==> config.mk <==
export PLATFORM = sky130hd
export DESIGN_NAME = hack_alu_pipe
export DESIGN_NICKNAME = d
export VERILOG_FILES = /design/src/rtl/hack_alu_pipe.sv
export SDC_FILE = /design/constraint.sdc
export NUM_CORES = 1
export LEC_CHECK = 0
export ABC_AREA = 1
export CORE_MARGIN = 1.5
export CORE_UTILIZATION = 60
export CTS_CLUSTER_SIZE = 8
export DETAILED_ROUTE_END_ITERATION = 8
export PLACE_DENSITY = 0.87
export SYNTH_ARGS = -nofsm -noshare
export SYNTH_HDL_FRONTEND = slang
export SYNTH_SLANG_ARGS = --single-unit
==> constraint.sdc <==
create_clock -name clk -period 4.85 [get_ports clk]
set_input_delay 0.97 -clock clk [delete_from_list [all_inputs] [get_ports clk]]
set_output_delay 0.97 -clock clk [all_outputs]
set_load 0.02 [all_outputs]
==> src/rtl/hack_alu_pipe.sv <==
// hack_alu_pipe: two-stage pipelined Hack ALU with valid/ready handshakes.
// Stage 1 captures operands and controls; stage 2 computes and holds the
// result with its zr/ng flags until the consumer takes it.
module hack_alu_pipe #(
    parameter int unsigned WIDTH = 16
) (
    input  logic             clk,
    input  logic             reset,
    input  logic             in_valid,
    output logic             in_ready,
    input  logic [WIDTH-1:0] x,
    input  logic [WIDTH-1:0] y,
    input  logic             zx,
    input  logic             nx,
    input  logic             zy,
    input  logic             ny,
    input  logic             f,
    input  logic             no,
    output logic             out_valid,
    input  logic             out_ready,
    output logic [WIDTH-1:0] out,
    output logic             zr,
    output logic             ng
);

    localparam int unsigned CTL_W = 6;

    // control vector layout: {zx, nx, zy, ny, f, no}
    localparam int unsigned C_ZX = 5;
    localparam int unsigned C_NX = 4;
    localparam int unsigned C_ZY = 3;
    localparam int unsigned C_NY = 2;
    localparam int unsigned C_F  = 1;
    localparam int unsigned C_NO = 0;

    logic             s1_valid_q, s1_valid_d;
    logic [WIDTH-1:0] s1_x_q, s1_x_d;
    logic [WIDTH-1:0] s1_y_q, s1_y_d;
    logic [CTL_W-1:0] s1_ctl_q, s1_ctl_d;

    logic             s2_valid_q, s2_valid_d;
    logic [WIDTH-1:0] out_q, out_d;
    logic             zr_q, zr_d;
    logic             ng_q, ng_d;

    logic             s1_en;
    logic             s2_en;
    logic [WIDTH-1:0] xa, xb, ya, yb, r, res;

    // Stall/advance control; in_ready is combinational from out_ready so a
    // full pipe can accept and drain on the same edge.
    always_comb begin
        s2_en    = !s2_valid_q || out_ready;
        s1_en    = !s1_valid_q || s2_en;
        in_ready = s1_en;
    end

    // ALU datapath evaluated on the stage-1 registers.
    always_comb begin
        xa  = s1_ctl_q[C_ZX] ? '0 : s1_x_q;
        xb  = s1_ctl_q[C_NX] ? ~xa : xa;
        ya  = s1_ctl_q[C_ZY] ? '0 : s1_y_q;
        yb  = s1_ctl_q[C_NY] ? ~ya : ya;
        r   = s1_ctl_q[C_F] ? WIDTH'(xb + yb) : (xb & yb);
        res = s1_ctl_q[C_NO] ? ~r : r;
    end

    // Next-state for both stages: load on enable, otherwise hold.
    always_comb begin
        s1_valid_d = s1_valid_q;
        s1_x_d     = s1_x_q;
        s1_y_d     = s1_y_q;
        s1_ctl_d   = s1_ctl_q;
        s2_valid_d = s2_valid_q;
        out_d      = out_q;
        zr_d       = zr_q;
        ng_d       = ng_q;

        if (s1_en) begin
            s1_valid_d = in_valid;
            if (in_valid) begin
                s1_x_d   = x;
                s1_y_d   = y;
                s1_ctl_d = {zx, nx, zy, ny, f, no};
            end
        end

        if (s2_en) begin
            s2_valid_d = s1_valid_q;
            if (s1_valid_q) begin
                out_d = res;
                zr_d  = (res == '0);
                ng_d  = res[WIDTH-1];
            end
        end
    end

    // Pipeline registers; reset discards any beats in flight.
    always_ff @(posedge clk or posedge reset) begin
        if (reset) begin
            s1_valid_q <= 1'b0;
            s1_x_q     <= '0;
            s1_y_q     <= '0;
            s1_ctl_q   <= '0;
            s2_valid_q <= 1'b0;
            out_q      <= '0;
            zr_q       <= 1'b0;
            ng_q       <= 1'b0;
        end else begin
            s1_valid_q <= s1_valid_d;
            s1_x_q     <= s1_x_d;
            s1_y_q     <= s1_y_d;
            s1_ctl_q   <= s1_ctl_d;
            s2_valid_q <= s2_valid_d;
            out_q      <= out_d;
            zr_q       <= zr_d;
            ng_q       <= ng_d;
        end
    end

    assign out_valid = s2_valid_q;
    assign out       = out_q;
    assign zr        = zr_q;
    assign ng        = ng_q;

endmodule
Yosys cells after proc, flatten, opt, wreduce, memory -nomap -nowiden
Cells that the tools add are included.

operators by class
  add/sub/neg operators = 1
  multipliers = 0
  divide/modulo/power cells = 0
  magnitude comparators = 0
  equal/unequal tests = 0
  shifts and indexed selects = 0
  mux-type cells = 6
  bitwise gates (word level) = 4
  reduce and logical (&&, ||, !) cells = 7

operators with widths
  cell                 number
  16-bit 2-to-1 mux    6
  16-bit NOT           3
  16-bit adder         1
  16-bit bitwise AND   1
  16-bit zero test     1
  2-bit AND reduction  2
  1-bit zero test      2
  1-bit logical OR     2

storage, ports and cells
  flip-flop bits (word level) = 58
  bits in latches = 0
  bits in writable memories = 0
  ROM bits = 0
  bits of input ports = 42
  output and inout bits = 20
  word-level logic and storage cells = 26
  memories kept = 0

Longest topological paths before layout
  depth after elaboration = 8
  depth in mapped cells = 21
  gate-level depth less buffers = 20

Worst setup path after synthesis
Ideal clock, no wire load.

  path kind = register to register
  start = reg s1_ctl_q[5]
  end = reg zr_q, in the netlist zr
  library setup time = 65 ps
  arrival time = 2,509 ps
  required time = 4,785 ps
  slack = 2,277 ps
  stages on the path, launching flop included = 20
  buffers on the path = 1
  period minus slack after synthesis = 2,573 ps
  cell sequence = dfrtp_1 -> clkinv_1 -> clkbuf_1 -> nand2_1 -> xor2_1 -> ha_1 -> fa_1 -> nand2_1 -> nand2_1 -> nand3_1 -> nand2_1 -> nand3b_1 -> nand2_1 -> nand2_1 -> nand3_1 -> nand3_1 -> nand2_1 -> nor2_1 -> nand3_1 -> nand2_1

between the ends
  cells in the longest elaborated chain, start to end = 8
  elaborated cells on any way between the ends = 9
  classes of those cells = add/sub (1); mux (4); bitwise (3); reduce/logical (1)

ends and longest elaborated chain
  what                                                       line  text
  start: declaration                                         39    logic [CTL_W-1:0] s1_ctl_q, s1_ctl_d;
  start signal: assignment                                   113   s1_ctl_q <= s1_ctl_d;
  16-bit 2-to-1 mux (*)                                      60    xa = s1_ctl_q[C_ZX] ? '0 : s1_x_q;
  16-bit NOT                                                 61    xb = s1_ctl_q[C_NX] ? ~xa : xa;
  16-bit 2-to-1 mux (*)                                      61
  16-bit adder / 16-bit bitwise AND (equally long branches)  64    r = s1_ctl_q[C_F] ? WIDTH'(xb + yb) : (xb & yb);
  16-bit 2-to-1 mux (*)                                      64
  16-bit NOT                                                 65    res = s1_ctl_q[C_NO] ? ~r : r;
  16-bit 2-to-1 mux (*)                                      65
  16-bit zero test (*)                                       92    zr_d = (res == '0);
  end signal: assignment                                     116   zr_q <= zr_d;
  end: declaration                                           43    logic zr_q, zr_d;

Mark *: on every way between the ends. The rest lies on a longest branch, timed or not.
A chain may end at the register's enable or synchronous reset.

Worst setup path in the final report
  start = reg s1_ctl_q[4]
  end = reg zr_q, in the netlist zr

between the ends
  cells in the longest elaborated chain, start to end = 6
  elaborated cells on any way between the ends = 7
  classes of those cells = add/sub (1); mux (3); bitwise (2); reduce/logical (1)

ends and longest elaborated chain
  what                                                       line
  16-bit 2-to-1 mux (*)                                      61
  16-bit adder / 16-bit bitwise AND (equally long branches)  64
  16-bit 2-to-1 mux (*)                                      64
  16-bit NOT                                                 65
  16-bit 2-to-1 mux (*)                                      65
  16-bit zero test (*)                                       92

Marked as above.

==> key figures <==
Status
  – Status: completed

Floorplan
  – Starting Density: a little over three fifths
  – Core area: 6830 um2
  – Chip Width: 87.4 um
  – Die Ht: 87.4 um
  – Floorplan row count: 30
  – Die Area: 7640 um2
  – # IOs: 62

Routing
  – Met3 Routed Length: approximately 570 um
  – Final routed DRC violation total: 0
  – Routed WL: 9970 um
  – WL met2: 4760 um
  – Routed WL per cell: 13.5 um
  – DR top layer: met4
  – Iteration-0 DRC Markers: 327
  – M1 WL: 4450 um
  – Via Count: 3978
  – Vias per inst: 5.40
  – DR pass1 iterations: 7
  – Final ANT Viol Nets: 0

GRT
  – Antenna violations before repair: 0
  – Gr ovfl total: 0
  – Total GRT Usage: 28.8%
  – First-pass GRT wire length: roughly 17000 um
  – Vias in the first global route: 3892
  – Largest net degree at the start of global routing: 58

Clocking
  – H-tree lvl count: 3
  – Post-CTS setup buffers: 0
  – CTS Buf Count: 9
  – Clock Tree Buf Depth: 2
  – Root Driver: clkbuf_8
  – Clk pin slew, worst setup/hold paths: 80 ps
  – Clk sink count: 57
  – Post-cts resize count: 0
  – Cts hold-fix bufs: 0
  – Clock latency at the later pin of the worst-skew pair: roughly 350 ps
  – CTS tree: built

Place
  – Post-DP HPWL: 7430 um
  – PortBufs: 61
  – Final GP Congestion: 0.942
  – Dpl ws: 1640 ps

Synth
  – Yosys warning count: 0
  – Synthesized area: around 4300 um2
  – Seq cells post-synth: 57
  – Syn Nets: 644
  – Unique cell type count in the Yosys netlist: 30
  – Synth Instances: 585
  – Sequential area share after synthesis: 33.4%
  – Mean Syn Cell Area: roughly 7.3 um2

Timing
  – # setup viols final: 0
  – Skew final: 16.2 ps
  – Setup WS post-layout: around 1600 ps
  – Maximum clock rate: 310 MHz
  – Fin crit period: 3220 ps
  – Final hold viol count: 0
  – Fin Setup TNS: 0 ps
  – Slew @ Worst Pin: 940 ps
  – Pins over their slew limit: 0
  – Period utilization: between 60 and 70%
  – Worst Hold Slack: just under 500 ps
  – Slew HR: 37.3%
  – RSZ-0062 raised after global routing: no

Cells and area
  – Inserted Diodes: 0
  – Nets: around 700
  – Layout cells sized above 1: 11.7%
  – P&R area growth vs syn: 19.8%

Power
  – Power Density: approximately 550 nW/um2
  – Max VDD drop: around 240 uV
  – Pleak: 0.00255 uW

Setup path
  – CP Capture Type: flop
  – Critical path arrival: 3510 ps
  – Critical path launch point type: flop
  – CP required: 5140 ps
  – Worst Setup SP: s1_ctl_q[4]
  – Critical path class: reg2reg
  – FF-to-FF Start: s1_ctl_q[4]
  – Crit-path max FO: 16

Run
  – Max_cap viols: 0

Hold path
  – Worst min path class: reg2reg
  – Hold Crit Start: out[4]
==> metal layers <==
layer / vias to the layer above / GRT usage (%)
li1: 1965 / -
met1: 1835 / 36.2
met2: 158 / 49.5
met3: 20 / 3.79
met4: 0 / 12.1
met5: - / 0
==> power breakdown <==
group	internal, uW	switching, uW
sequential	592	96.6
clock	311	188
combinational	637	975
total	1540	1260
==> per-stage QoR <==
| stage | cell area (um2) | instances | utilization, % | power [uW] |
|---|---|---|---|---|
| after floorplan | 4280 | 585 | - | 1870 |
| after global placement | 4910 | 723 | 71.8 | 2220 |
| after detailed placement | 4910 | 723 | 71.8 | 2280 |
| after CTS | 5120 | 737 | 75.0 | 2790 |
| after global routing | 5120 | 737 | 75.0 | 3050 |
| final | 5120 | 737 | 75.0 | 2800 |
==> cell type report <==
type,count,area (um2)
multi-input cells,424,2420
fillers,538,1710
flip-flops and latches,57,1430
repair buffers,64,633
inverters,82,308
clock buffers,11,151
well taps,96,120
clock inverters,3,65.1
==> cell usage in the layout, fill, tap and decap left out, drive strengths merged <==
cell type and n:
nand2 181, nand3 80, inv 79, clkdlybuf4s50 61, dfrtp 57, nor2 36
mux2 33, xor2 33, ha 16, a21oi 14, clkbuf 11, o21ai 10
a31oi 7, nand4 7, clkinv 4, or2 3, buf 3, bufinv 2
o21bai 1, nand3b 1, nor3 1, fa 1
==> kinds of logic (layout without fill, tap and decap cells) <==
kind of cell | count (synthesis) | count (layout) | synth area share, %
compound gates | 32 | 32 | 4.36
xor+xnor | 33 | 33 | 6.76
fa+ha+maj | 17 | 17 | 5.15
buf+inv | 104 | 160 | 10.1
flops | 57 | 57 | 33.4
mux | 33 | 33 | 8.69
simple gates | 309 | 309 | 31.6
==> registers in the layout (all words and copies together), names as in the netlist <==
register,cells
s1_y_q,16
s1_ctl_q,6
out,16
zr,1
out_valid,1
s1_valid_q,1
s1_x_q,16
==> path summary, 6_finish.rpt <==
check                             to  slack [ps]  depth (start not counted)
max                               zr        1630                         17
max reg2reg                       zr        1630                         17
min in group asynchronous  out_valid        1150                          3
min reg2reg                   out[4]         480                          2
max in group asynchronous     out[7]        3220                          3
min                           out[4]         480                          2
==> Yosys cell counts (all sizes together) <==
master	n	share of area, %
a21oi	14	2.0
a31oi	7	1.0
buf	15	2.0
clkbuf	7	0.85
clkinv	3	0.26
dfrtp	57	33
fa	1	0.47
ha	16	4.7
inv	79	6.9
mux2	33	8.7
nand2	181	16
nand3	80	10
nand3b	1	0.18
nand4	7	1.0
nor2	36	3.4
nor3	1	0.12
o21ai	10	1.2
o21bai	1	0.18
or2	3	0.44
xor2	33	6.8
==> critical path, cell delays in order (launching register included) <==
cell and delay, ps:
dfrtp_1 840, inv_1 190, xor2_1 220, ha_1 260, fa_1 460, nand2_1 100
nand2_1 90, nand3_1 110, nand2_1 80, nand3b_1 160, nand2_1 100, nand2_1 70
nand3_1 70, nand3_1 130, nand2_1 80, nor2_1 90, nand3_1 80, nand2_1 60
Power figures use the tool's default switching activity.
